--- src/rtl/llc_mem_bridge.sv ---
// LLC-to-memory bridge: converts one cache-line request from the LLC into
// a sequence of word beats on a narrow memory port. Writebacks are split into
// WORDS_PER_LINE write beats. Fills issue one read beat at a time, collect each
// read word into a line buffer, and hand the assembled line back to the LLC.
// All outputs are registered and are driven to zero while reset is asserted.
module llc_mem_bridge #(
    parameter int WORDS_PER_LINE = 4,
    parameter int BITS_PER_WORD  = 64,
    parameter int LINE_ADDR_BITS = 26,
    localparam int WOFF_BITS     = $clog2(WORDS_PER_LINE),
    localparam int LINE_BITS     = WORDS_PER_LINE * BITS_PER_WORD
) (
    input  logic                                clk,
    input  logic                                rst,
    // LLC request side
    input  logic                                llc_mem_req_valid,
    output logic                                llc_mem_req_ready,
    input  logic                                llc_mem_req_data_hwrite,
    input  logic [2:0]                          llc_mem_req_data_hsize,
    input  logic [1:0]                          llc_mem_req_data_hprot,
    input  logic [LINE_ADDR_BITS-1:0]           llc_mem_req_data_addr,
    input  logic [LINE_BITS-1:0]                llc_mem_req_data_line,
    // LLC fill response side
    output logic                                llc_mem_rsp_valid,
    input  logic                                llc_mem_rsp_ready,
    output logic [LINE_BITS-1:0]                llc_mem_rsp_data_line,
    // Memory word-beat request side
    output logic                                mem_req_valid,
    input  logic                                mem_req_ready,
    output logic                                mem_req_write,
    output logic [LINE_ADDR_BITS+WOFF_BITS-1:0] mem_req_addr,
    output logic [2:0]                          mem_req_hsize,
    output logic [1:0]                          mem_req_hprot,
    output logic [BITS_PER_WORD-1:0]            mem_req_wdata,
    // Memory read response side
    input  logic                                mem_rsp_valid,
    output logic                                mem_rsp_ready,
    input  logic [BITS_PER_WORD-1:0]            mem_rsp_rdata
);

    typedef enum logic [2:0] {
        IDLE    = 3'd0,
        RD_REQ  = 3'd1,
        RD_WAIT = 3'd2,
        RD_RSP  = 3'd3,
        WR_REQ  = 3'd4
    } state_t;

    localparam logic [WOFF_BITS-1:0] LAST_IDX = WOFF_BITS'(WORDS_PER_LINE - 1);
    localparam logic [WOFF_BITS-1:0] IDX_ONE  = WOFF_BITS'(1);

    // Extract word idx from a line (word 0 occupies the least significant bits).
    function automatic logic [BITS_PER_WORD-1:0] word_sel(
        input logic [LINE_BITS-1:0] line,
        input logic [WOFF_BITS-1:0] idx
    );
        return line[int'(idx) * BITS_PER_WORD +: BITS_PER_WORD];
    endfunction

    // Transaction state
    state_t                      state_r,  state_nxt_s;
    logic [WOFF_BITS-1:0]        idx_r,    idx_nxt_s;
    logic                        write_r,  write_nxt_s;
    logic [2:0]                  hsize_r,  hsize_nxt_s;
    logic [1:0]                  hprot_r,  hprot_nxt_s;
    logic [LINE_ADDR_BITS-1:0]   addr_r,   addr_nxt_s;
    logic [LINE_BITS-1:0]        line_r,   line_nxt_s;

    // Registered outputs and their next values
    logic                                llc_req_ready_r,  llc_req_ready_nxt_s;
    logic                                llc_rsp_valid_r,  llc_rsp_valid_nxt_s;
    logic [LINE_BITS-1:0]                llc_rsp_line_r,   llc_rsp_line_nxt_s;
    logic                                mreq_valid_r,     mreq_valid_nxt_s;
    logic                                mreq_write_r,     mreq_write_nxt_s;
    logic [LINE_ADDR_BITS+WOFF_BITS-1:0] mreq_addr_r,      mreq_addr_nxt_s;
    logic [2:0]                          mreq_hsize_r,     mreq_hsize_nxt_s;
    logic [1:0]                          mreq_hprot_r,     mreq_hprot_nxt_s;
    logic [BITS_PER_WORD-1:0]            mreq_wdata_r,     mreq_wdata_nxt_s;
    logic                                mrsp_ready_r,     mrsp_ready_nxt_s;

    // Handshakes are qualified with the registered ready/valid the partner sees
    logic req_acc_s;
    logic beat_hs_s;
    logic rsp_hs_s;
    logic fill_hs_s;
    logic last_s;

    assign req_acc_s = llc_mem_req_valid & llc_req_ready_r;
    assign beat_hs_s = mreq_valid_r & mem_req_ready;
    assign rsp_hs_s  = mrsp_ready_r & mem_rsp_valid;
    assign fill_hs_s = llc_rsp_valid_r & llc_mem_rsp_ready;
    assign last_s    = (idx_r == LAST_IDX);

    // Next-state, word index and capture/assembly datapath
    always_comb begin
        state_nxt_s = state_r;
        idx_nxt_s   = idx_r;
        write_nxt_s = write_r;
        hsize_nxt_s = hsize_r;
        hprot_nxt_s = hprot_r;
        addr_nxt_s  = addr_r;
        line_nxt_s  = line_r;
        case (state_r)
            IDLE: begin
                if (req_acc_s) begin
                    write_nxt_s = llc_mem_req_data_hwrite;
                    hsize_nxt_s = llc_mem_req_data_hsize;
                    hprot_nxt_s = llc_mem_req_data_hprot;
                    addr_nxt_s  = llc_mem_req_data_addr;
                    line_nxt_s  = llc_mem_req_data_line;
                    idx_nxt_s   = '0;
                    state_nxt_s = llc_mem_req_data_hwrite ? WR_REQ : RD_REQ;
                end else begin
                    state_nxt_s = IDLE;
                end
            end
            WR_REQ: begin
                if (beat_hs_s) begin
                    if (last_s) begin
                        state_nxt_s = IDLE;
                    end else begin
                        idx_nxt_s = idx_r + IDX_ONE;
                    end
                end else begin
                    state_nxt_s = WR_REQ;
                end
            end
            RD_REQ: begin
                if (beat_hs_s) begin
                    state_nxt_s = RD_WAIT;
                end else begin
                    state_nxt_s = RD_REQ;
                end
            end
            RD_WAIT: begin
                if (rsp_hs_s) begin
                    line_nxt_s[int'(idx_r) * BITS_PER_WORD +: BITS_PER_WORD] = mem_rsp_rdata;
                    if (last_s) begin
                        state_nxt_s = RD_RSP;
                    end else begin
                        idx_nxt_s   = idx_r + IDX_ONE;
                        state_nxt_s = RD_REQ;
                    end
                end else begin
                    state_nxt_s = RD_WAIT;
                end
            end
            RD_RSP: begin
                if (fill_hs_s) begin
                    state_nxt_s = IDLE;
                end else begin
                    state_nxt_s = RD_RSP;
                end
            end
            default: begin
                state_nxt_s = IDLE;
                idx_nxt_s   = '0;
            end
        endcase
    end

    // Decode next-cycle output values from the next state and datapath
    always_comb begin
        llc_req_ready_nxt_s = (state_nxt_s == IDLE);
        llc_rsp_valid_nxt_s = (state_nxt_s == RD_RSP);
        mreq_valid_nxt_s    = (state_nxt_s == RD_REQ) || (state_nxt_s == WR_REQ);
        mreq_write_nxt_s    = (state_nxt_s == WR_REQ);
        mrsp_ready_nxt_s    = (state_nxt_s == RD_WAIT);
        if (mreq_valid_nxt_s) begin
            mreq_addr_nxt_s = {addr_nxt_s, idx_nxt_s};
        end else begin
            mreq_addr_nxt_s = '0;
        end
        if (mreq_write_nxt_s) begin
            mreq_wdata_nxt_s = word_sel(line_nxt_s, idx_nxt_s);
        end else begin
            mreq_wdata_nxt_s = '0;
        end
        if (state_nxt_s != IDLE) begin
            mreq_hsize_nxt_s = hsize_nxt_s;
            mreq_hprot_nxt_s = hprot_nxt_s;
        end else begin
            mreq_hsize_nxt_s = 3'b000;
            mreq_hprot_nxt_s = 2'b00;
        end
        if (llc_rsp_valid_nxt_s) begin
            llc_rsp_line_nxt_s = line_nxt_s;
        end else begin
            llc_rsp_line_nxt_s = '0;
        end
    end

    // State and datapath registers; reset abandons any transaction in flight
    always_ff @(posedge clk or negedge rst) begin
        if (!rst) begin
            state_r <= IDLE;
            idx_r   <= '0;
            write_r <= 1'b0;
            hsize_r <= 3'b000;
            hprot_r <= 2'b00;
            addr_r  <= '0;
            line_r  <= '0;
        end else begin
            state_r <= state_nxt_s;
            idx_r   <= idx_nxt_s;
            write_r <= write_nxt_s;
            hsize_r <= hsize_nxt_s;
            hprot_r <= hprot_nxt_s;
            addr_r  <= addr_nxt_s;
            line_r  <= line_nxt_s;
        end
    end

    // Output registers; all zero in reset so ready only rises after release
    always_ff @(posedge clk or negedge rst) begin
        if (!rst) begin
            llc_req_ready_r <= 1'b0;
            llc_rsp_valid_r <= 1'b0;
            llc_rsp_line_r  <= '0;
            mreq_valid_r    <= 1'b0;
            mreq_write_r    <= 1'b0;
            mreq_addr_r     <= '0;
            mreq_hsize_r    <= 3'b000;
            mreq_hprot_r    <= 2'b00;
            mreq_wdata_r    <= '0;
            mrsp_ready_r    <= 1'b0;
        end else begin
            llc_req_ready_r <= llc_req_ready_nxt_s;
            llc_rsp_valid_r <= llc_rsp_valid_nxt_s;
            llc_rsp_line_r  <= llc_rsp_line_nxt_s;
            mreq_valid_r    <= mreq_valid_nxt_s;
            mreq_write_r    <= mreq_write_nxt_s;
            mreq_addr_r     <= mreq_addr_nxt_s;
            mreq_hsize_r    <= mreq_hsize_nxt_s;
            mreq_hprot_r    <= mreq_hprot_nxt_s;
            mreq_wdata_r    <= mreq_wdata_nxt_s;
            mrsp_ready_r    <= mrsp_ready_nxt_s;
        end
    end

    assign llc_mem_req_ready     = llc_req_ready_r;
    assign llc_mem_rsp_valid     = llc_rsp_valid_r;
    assign llc_mem_rsp_data_line = llc_rsp_line_r;
    assign mem_req_valid         = mreq_valid_r;
    assign mem_req_write         = mreq_write_r;
    assign mem_req_addr          = mreq_addr_r;
    assign mem_req_hsize         = mreq_hsize_r;
    assign mem_req_hprot         = mreq_hprot_r;
    assign mem_req_wdata         = mreq_wdata_r;
    assign mem_rsp_ready         = mrsp_ready_r;

endmodule

--- config.mk ---
export PLATFORM = sky130hd
export DESIGN_NAME = llc_mem_bridge
export DESIGN_NICKNAME = d
export VERILOG_FILES = /design/src/rtl/llc_mem_bridge.sv
export SDC_FILE = /design/constraint.sdc
export NUM_CORES = 1
export LEC_CHECK = 0
export BUFFER_PORTS_ARGS = -buffer_cell sky130_fd_sc_hd__buf_2
export CORE_AREA = 2 2 280 282
export DETAILED_ROUTE_END_ITERATION = 16
export DIE_AREA = 0 0 282 284
export GPL_ROUTABILITY_DRIVEN = 0
export SLEW_MARGIN = 0
export SYNTH_ARGS = -nofsm -noshare
export SYNTH_HDL_FRONTEND = slang
export SYNTH_SLANG_ARGS = --single-unit
--- constraint.sdc ---
create_clock -name clk -period 7.35 [get_ports clk]
set_clock_uncertainty 0.2 [all_clocks]
set_input_delay 0.3675 -clock clk [delete_from_list [all_inputs] [get_ports clk]]
set_output_delay 0.3675 -clock clk [all_outputs]
set_load 0.01 [all_outputs]
==> metrics, run 1 <==
largest family of logic cells by synthesized area=compound AO/OA/AOI/OAI gates; layout cells sized above 1=about 29%; number of CTS-inserted buffers=between 70 and 80; Mapped Cells=2042; total die area=80100 um^2; Slew Limit Fails=0; CTS max path bufs=3; ys flop type=dfrtp_1; setup_tns=0 ns; flip-flop and latch area=between 15000 and 20000 um^2; post-synth top area share=about 64%; YS warnings=0; FF+latch count, synth=650; core area=~77000 um^2; status=finished, final reports clean; Critical Setup Path Class=reg2reg; Async S/R FF share, synth=between 90% and 100%; Setup crit end kind=flop; post-synthesis xor/xnor area fraction=0%; most common cell after layout, fill and taps aside=buf_2; drt total wl=~100000 um; critical path peak fanout=between 50 and 60; register area share after synthesis=around 64%; Area contributors post-synth=dfrtp_1, and3_1, a221o_1; DR vias=22600; DRC violations left=0; Initial DRC Count=2096; RR Startpoint=idx_r[0]; Final #Nets=3490; buffers added on ports=around 700; Starting Density=between 30% and 40%; post-synthesis compound-gate area fraction=roughly 16%; Pleak=between 15 and 20 nW; initial antenna violation count=17; critical path required time=7.64 ns; Peak VDD IR=0.253 mV; post-cts gate resize count=0; CTS tree=built; Syn Nets=roughly 2400; Multi-input gate area=between 8000 and 9000 um^2; grt total ovfl=0; worst slew pin tran=between 1 and 1.5 ns; Reg2Reg Capture Point=mem_req_wdata[38]; Hold Path Sink=line_r[175]; hold path startpoint=mem_rsp_rdata[47]; EDFF count, synth=0; Hold Fails Final Rpt=0; Hold Crit Class=in2reg; Vert. Die Dim=about 280 um; Clock transition at path regs=around 0.060 ns; synth-to-layout area growth=45.3%; Worst setup SP type=flop; mux cell area share after synthesis=between 2 and 3%; DR pass1 iterations=9; hpwl dp=64100 um; Avg Inst Size Synth=12.4 um^2; largest net degree at the start of global routing=around 180; # rows=roughly 100; Hold Worst Slack=between 0.03 and 0.04 ns; post-CTS setup buffers=0; post-synthesis simple-gate area fraction=about an eighth; Syn Std Cell Area=about 25000 um^2; max-cap violations=0; Routed Antenna Nets=0; TritonCTS Sinks=650; cell taking the most area after synthesis=dfrtp_1; min cycle time layout=between 4 and 5 ns; Slew HR=17.3%; Worst EP arrival=4.82 ns; Hold Path Depth=3; number of endpoints failing setup at the final stage=0; fin crit share=between 60% and 70%; H-tree Lvls=3; FILL cells=roughly 7000; Synth Area in Adders=0.297%; Die X=between 200 and 300 um; Yosys cell types=between 50 and 60; RSZ-0062 raised after global routing=no; worst-skew pair later-pin latency=roughly 0.6 ns; DR vias/cell=between 5 and 6; GRT Total Usage=about 25%; CTS root buf=clkbuf_16; IO Pins=a little over 700; cell count of the worst reg-to-reg path=10; commonest cells after routing, fill and taps aside=buf_2, dfrtp_1, dlygate4sd3_1; Reg2Reg Setup Slack=2.82 ns; global-route wire length before repair=between 150000 and 200000 um; pwr dens=roughly 380 nW/um^2; Peak Freq=221 MHz; wire length per cell=roughly 24 um; vias in the first global route=approximately 24000
-- where the power goes --
part	total, mW	internal (mW)	switching (mW)	leakage [nW]
combinational	5.18	2.19	2.98	10.1
clock	3.75	2.23	1.52	1.21
sequential	4.83	4.52	0.308	8.58
total	13.8	8.95	4.81	19.9
-- state kept, by name, summed over array words and instances (netlist names) --
name and count:
mem_req_hsize 3, llc_mem_req_ready 1, hprot_r 2, mem_req_wdata 64
state_r 3, hsize_r 3, mem_req_addr 28, llc_mem_rsp_data_line 256
idx_r 2, mem_req_valid 1, mem_rsp_ready 1, addr_r 26
llc_mem_rsp_valid 1, mem_req_write 1, mem_req_hprot 2, line_r 256
-- worst max-delay path by stage --
stage / startpoint / endpoint / slack [ns]
CTS: idx_r[0] / mem_req_wdata[13] / 2.93
global placement: state_r[1] / mem_req_wdata[35] / 3.27
floorplan: idx_r[0] / mem_req_wdata[35] / 4.26
finish: idx_r[0] / mem_req_wdata[38] / 2.82
global route: idx_r[0] / mem_req_wdata[13] / 2.69
detailed placement: state_r[1] / mem_req_wdata[12] / 3.26
-- layer usage --
metal,up-vias,global-route usage (%),share of wire [%]
met1,11400,30.4,38
met3,301,6.65,9.5
met5,-,0,0.12
met2,1302,40.8,48
met4,18,12.9,5.0
li1,9568,-,-
-- final cells by class --
class	count	share of cell area, %
clock buffers	101	5.67
diodes	8	0.0545
multi-input cells	1150	22.1
clock inverters	25	1.03
repair buffers	1185	22.5
well taps	1040	3.55
flip-flops and latches	650	44.3
inverters	68	0.723
-- critical path, cell delays in order, from the launching register on --
cell,delay (ns)
dfrtp_1,0.59
inv_1,0.25
ha_1,0.40
or3_1,0.46
nor4_4,0.27
buf_4,0.87
a22o_1,0.25
dlygate4sd3_1,0.55
a21o_1,0.11
nor2_1,0.05
o32ai_1,0.34
-- cell families (layout without fill, tap and decap cells) --
group,Yosys count,after routing
compound gates,465,465
mux,71,71
buf+inv,242,1379
simple gates,608,608
flops,650,650
other cells,0,8
fa+ha+maj,6,6
-- repair_timing --
action | in CTS | in global routing
setup endpoints to repair | 0 | 0
hold endpoints to repair | 469 | 0
hold buffers | 441 | 0
-- metrics by stage --
step	instance area [um^2]	instances	utilization, %	power [mW]	setup slack [ns]
4_1_cts	36700	4219	47.7	13.7	2.93
3_5_place_dp	29800	3652	38.7	9.27	3.26
5_1_grt	36700	4224	47.7	14.4	2.69
3_3_place_gp	29800	3652	38.7	9.13	3.27
2_1_floorplan	25200	2042	-	7.69	4.26
6_report	36700	4227	47.7	13.8	2.82
-- synth_stat cells, types with 2 or more instances --
| library cell | instances |
|---|---|
| o32ai_1 | 56 |
| dfrtp_1 | 650 |
| a221o_2 | 10 |
| clkbuf_1 | 140 |
| and3_1 | 198 |
| mux2_1 | 5 |
| nor4_1 | 2 |
| o21ai_0 | 2 |
| nor2_1 | 181 |
| inv_1 | 67 |
| a22o_1 | 93 |
| nand2b_1 | 3 |
| ha_1 | 6 |
| nor3b_1 | 2 |
| nor2b_1 | 2 |
| nor3_1 | 2 |
| and2_1 | 103 |
| a21o_1 | 94 |
| a211oi_1 | 2 |
| o22ai_2 | 4 |
| buf_1 | 5 |
| nand3_1 | 4 |
| buf_6 | 6 |
| a221o_1 | 94 |
| o22ai_1 | 4 |
| nand2_1 | 100 |
| mux2i_1 | 42 |
| a222oi_1 | 58 |
| buf_4 | 2 |
| mux2_2 | 24 |
| buf_2 | 21 |
| a21oi_1 | 38 |
| nor4b_4 | 2 |
| o211ai_1 | 3 |
Power figures use the tool's default switching activity.
==> inputs of run 2 (changes only) <==
==> constraint.sdc (replaced) <==
create_clock -name clk -period 4.6 [get_ports clk]
set_clock_uncertainty 0.2 [all_clocks]
set_input_delay 0.23 -clock clk [delete_from_list [all_inputs] [get_ports clk]]
set_output_delay 0.23 -clock clk [all_outputs]
set_load 0.01 [all_outputs]
==> run 2 against run 1 <==
  * Sequential share of layout area is 0.49 points lower
  * Die area stayed put
  * Routed wire length is 1.8% higher
  * Sequential cell count stayed put
  * Hold slack worse by 0.018 ns
  * Maximum frequency is 10% higher
  * Design area is 1.1% higher
  * Register-to-register slack worse by 2.3 ns
  * Power is 61% higher
  * Utilization is 0.53 points higher
  * Critical path type unchanged
  * Largest cell class unchanged
  * Final cell count is 0.97% higher
  * Combinational power is 63% higher
==> metrics, run 2 (same netlist as run 1, synthesis figures left out) <==
Setup crit end kind=flop (unchanged); vias in the first global route=24600 (was 24300); Slew HR=20.9% (was 17.3%); Placed Instance Area=30000 um^2 (was 29800 um^2); DRC violations left=0 (unchanged); TritonCTS Sinks=650 (unchanged); Die X=282 um (unchanged); Vert. Die Dim=284 um (unchanged); DR pass1 iterations=7 (was 9); Pleak=20.1 nW (was 19.9 nW); buffers added on ports=715 (unchanged); internal power=14.4 mW (was 8.95 mW); Routed Antenna Nets=0 (unchanged); Gate power share=38.0% (was 37.6%); Slew Limit Fails=0 (unchanged); number of endpoints failing setup at the final stage=0 (unchanged); synth-to-layout area growth=47.0% (was 45.3%); final instance area=37100 um^2 (was 36700 um^2); grt total ovfl=0 (unchanged); Initial DRC Count=1838 (was 2096); Net Sw Frac=35.3% (was 35.0%); Final #Nets=3530 (was 3490); Worst EP arrival=4.43 ns (was 4.82 ns); IO Pins=716 (unchanged); DR vias/cell=5.30 (was 5.35); # rows=102 (unchanged); Seq pwr share=34.8% (was 35.1%); GRT Total Usage=25.6% (was 25.1%); core area=77000 um^2 (unchanged); Starting Density=32.8% (unchanged); Clock transition at path regs=0.06 ns (about the same); min cycle time layout=4.12 ns (was 4.53 ns); most common cell after layout, fill and taps aside=buf_2 (unchanged); critical path's slowest cell=dfrtp_1 (was buf_4); critical path required time=4.92 ns (was 7.64 ns); Peak Freq=243 MHz (was 221 MHz); Worst setup SP type=flop (unchanged); drt total wl=105000 um (was 103000 um); Hold Crit Class=in2reg (unchanged); worst slew pin tran=1.19 ns (was 1.24 ns); RSZ-0062 raised after global routing=no (unchanged); sw power=7.83 mW (was 4.81 mW); pwr dens=598 nW/um^2 (was 375 nW/um^2); Critical Setup Path Class=reg2reg (unchanged); worst path cell trace=inv_1 -> ha_1 -> or3_1 -> nor4_4 -> buf_4 -> a22o_1 -> dlygate4sd3_1 -> a21o_1 -> nor2_1 -> o32ai_1 (unchanged); CTS root buf=clkbuf_16 (unchanged); placed cell count=3668 (was 3652); status=finished, final reports clean (unchanged); initial antenna violation count=14 (was 17); Place WS=0.967 ns (was 3.26 ns); setup_tns=0 ns (unchanged); total die area=80100 um^2 (unchanged); DR vias=22600 (about the same); Final Instance Count excl. Fillers=4268 (was 4227); H-tree Lvls=3 (unchanged); post-CTS setup buffers=0 (unchanged); CTS max path bufs=3 (unchanged); commonest cells after routing, fill and taps aside=buf_2, dfrtp_1, dlygate4sd3_1 (unchanged); wire length per cell=24.5 um (was 24.3 um); worst path buffer plus inverter count=3 (unchanged); largest net degree at the start of global routing=147 (was 183); max-cap violations=0 (unchanged); final setup margin=0.484 ns (was 2.82 ns); Hold Fails Final Rpt=0 (unchanged); hpwl dp=66000 um (was 64100 um); Hold Worst Slack=0.0221 ns (was 0.0397 ns); fin crit share=89.5% (was 61.7%); layout cells sized above 1=29.1% (was 28.9%); FILL cells=6848 (was 6861); global-route wire length before repair=155000 um (was 152000 um); critical path peak fanout=33 (was 59); worst-skew pair later-pin latency=0.63 ns (was 0.61 ns); number of CTS-inserted buffers=73 (was 71); Peak VDD IR=0.401 mV (was 0.253 mV); CP top delay family=buffers and inverters (unchanged); CTS tree=built (unchanged); Clk pwr share=27.2% (was 27.3%); max incr delay on CP=0.60 ns (was 0.87 ns)
run 2: changes by cell type in the layout (fill, tap and decap cells not counted), moves of 2 or more:
cell / change
dlygate4sd3_1: +22
buf_4: +12
buf_12: +4
inv_6: +3
bufinv_16: -2
clkinv_4: +2
clkinv_8: -2
diode_2: -2
run 2: worst min-delay path: stages:
cell     delay (ns)
buf_2          0.09
and2_1         0.12
a221o_1        0.15
mux2i_1        0.08
o32ai_1        0.13
run 2: through the flow:
step / power [mW] / utilization, %
after floorplan: 12.3 / -
after global placement: 14.7 / 39.0
after detailed placement: 14.9 / 39.0
after CTS: 22.2 / 48.2
after global routing: 23.3 / 48.2
final: 22.2 / 48.2
run 2: per-layer routing:
| metal | part of all wire, % | GRT usage (%) |
|---|---|---|
| met1 | 38 | 31.0 |
| met2 | 47 | 41.8 |
| met3 | 9.0 | 6.98 |
| met4 | 5.1 | 12.5 |
| met5 | 0.10 | 0 |
run 2: path summary, 6_finish.rpt:
path / from / endpoint / slack, ns / cells after the start
max in group asynchronous: rst / llc_mem_rsp_data_line[253] / 2.81 / 3
setup / recovery: idx_r[0] / mem_req_wdata[38] / 0.48 / 10
setup reg to reg: idx_r[0] / mem_req_wdata[38] / 0.48 / 10
min in group asynchronous: rst / llc_mem_rsp_data_line[70] / 0.05 / 2
hold reg to reg: addr_r[5] / addr_r[5] / 0.27 / 2
hold / removal: llc_mem_req_data_line[112] / mem_req_wdata[48] / 0.02 / 5
run 2: power by group through the flow:
stage / Combinational (mW) / Sequential (mW) / Clock (mW)
2_1_floorplan: 4.50 / 7.78 / 0
3_3_place_gp: 6.94 / 7.76 / 0
3_5_place_dp: 7.10 / 7.80 / 0
4_1_cts: 8.32 / 7.71 / 6.14
5_1_grt: 9.09 / 7.84 / 6.40
6_report: 8.44 / 7.73 / 6.03
run 2: repair_timing:
| item | 4_1_cts | 5_1_grt |
|---|---|---|
| setup endpoints to repair | 0 | 0 |
| resized for setup | 0 | 0 |
| hold endpoints to repair | 702 | 0 |
| hold buffers | 463 | 0 |
run 2: cell type report:
type                       instances  area (um^2)  area share (%)
tap                             1040         1300            3.51
inverter                          68          265           0.715
timing repair buffer            1223         8660            23.3
antenna                            6         15.0          0.0405
sequential                       650        16300            43.8
multi-input combinational       1150         8120            21.9
clock buffer                     102         2100            5.65
clock inverter                    29          385            1.04
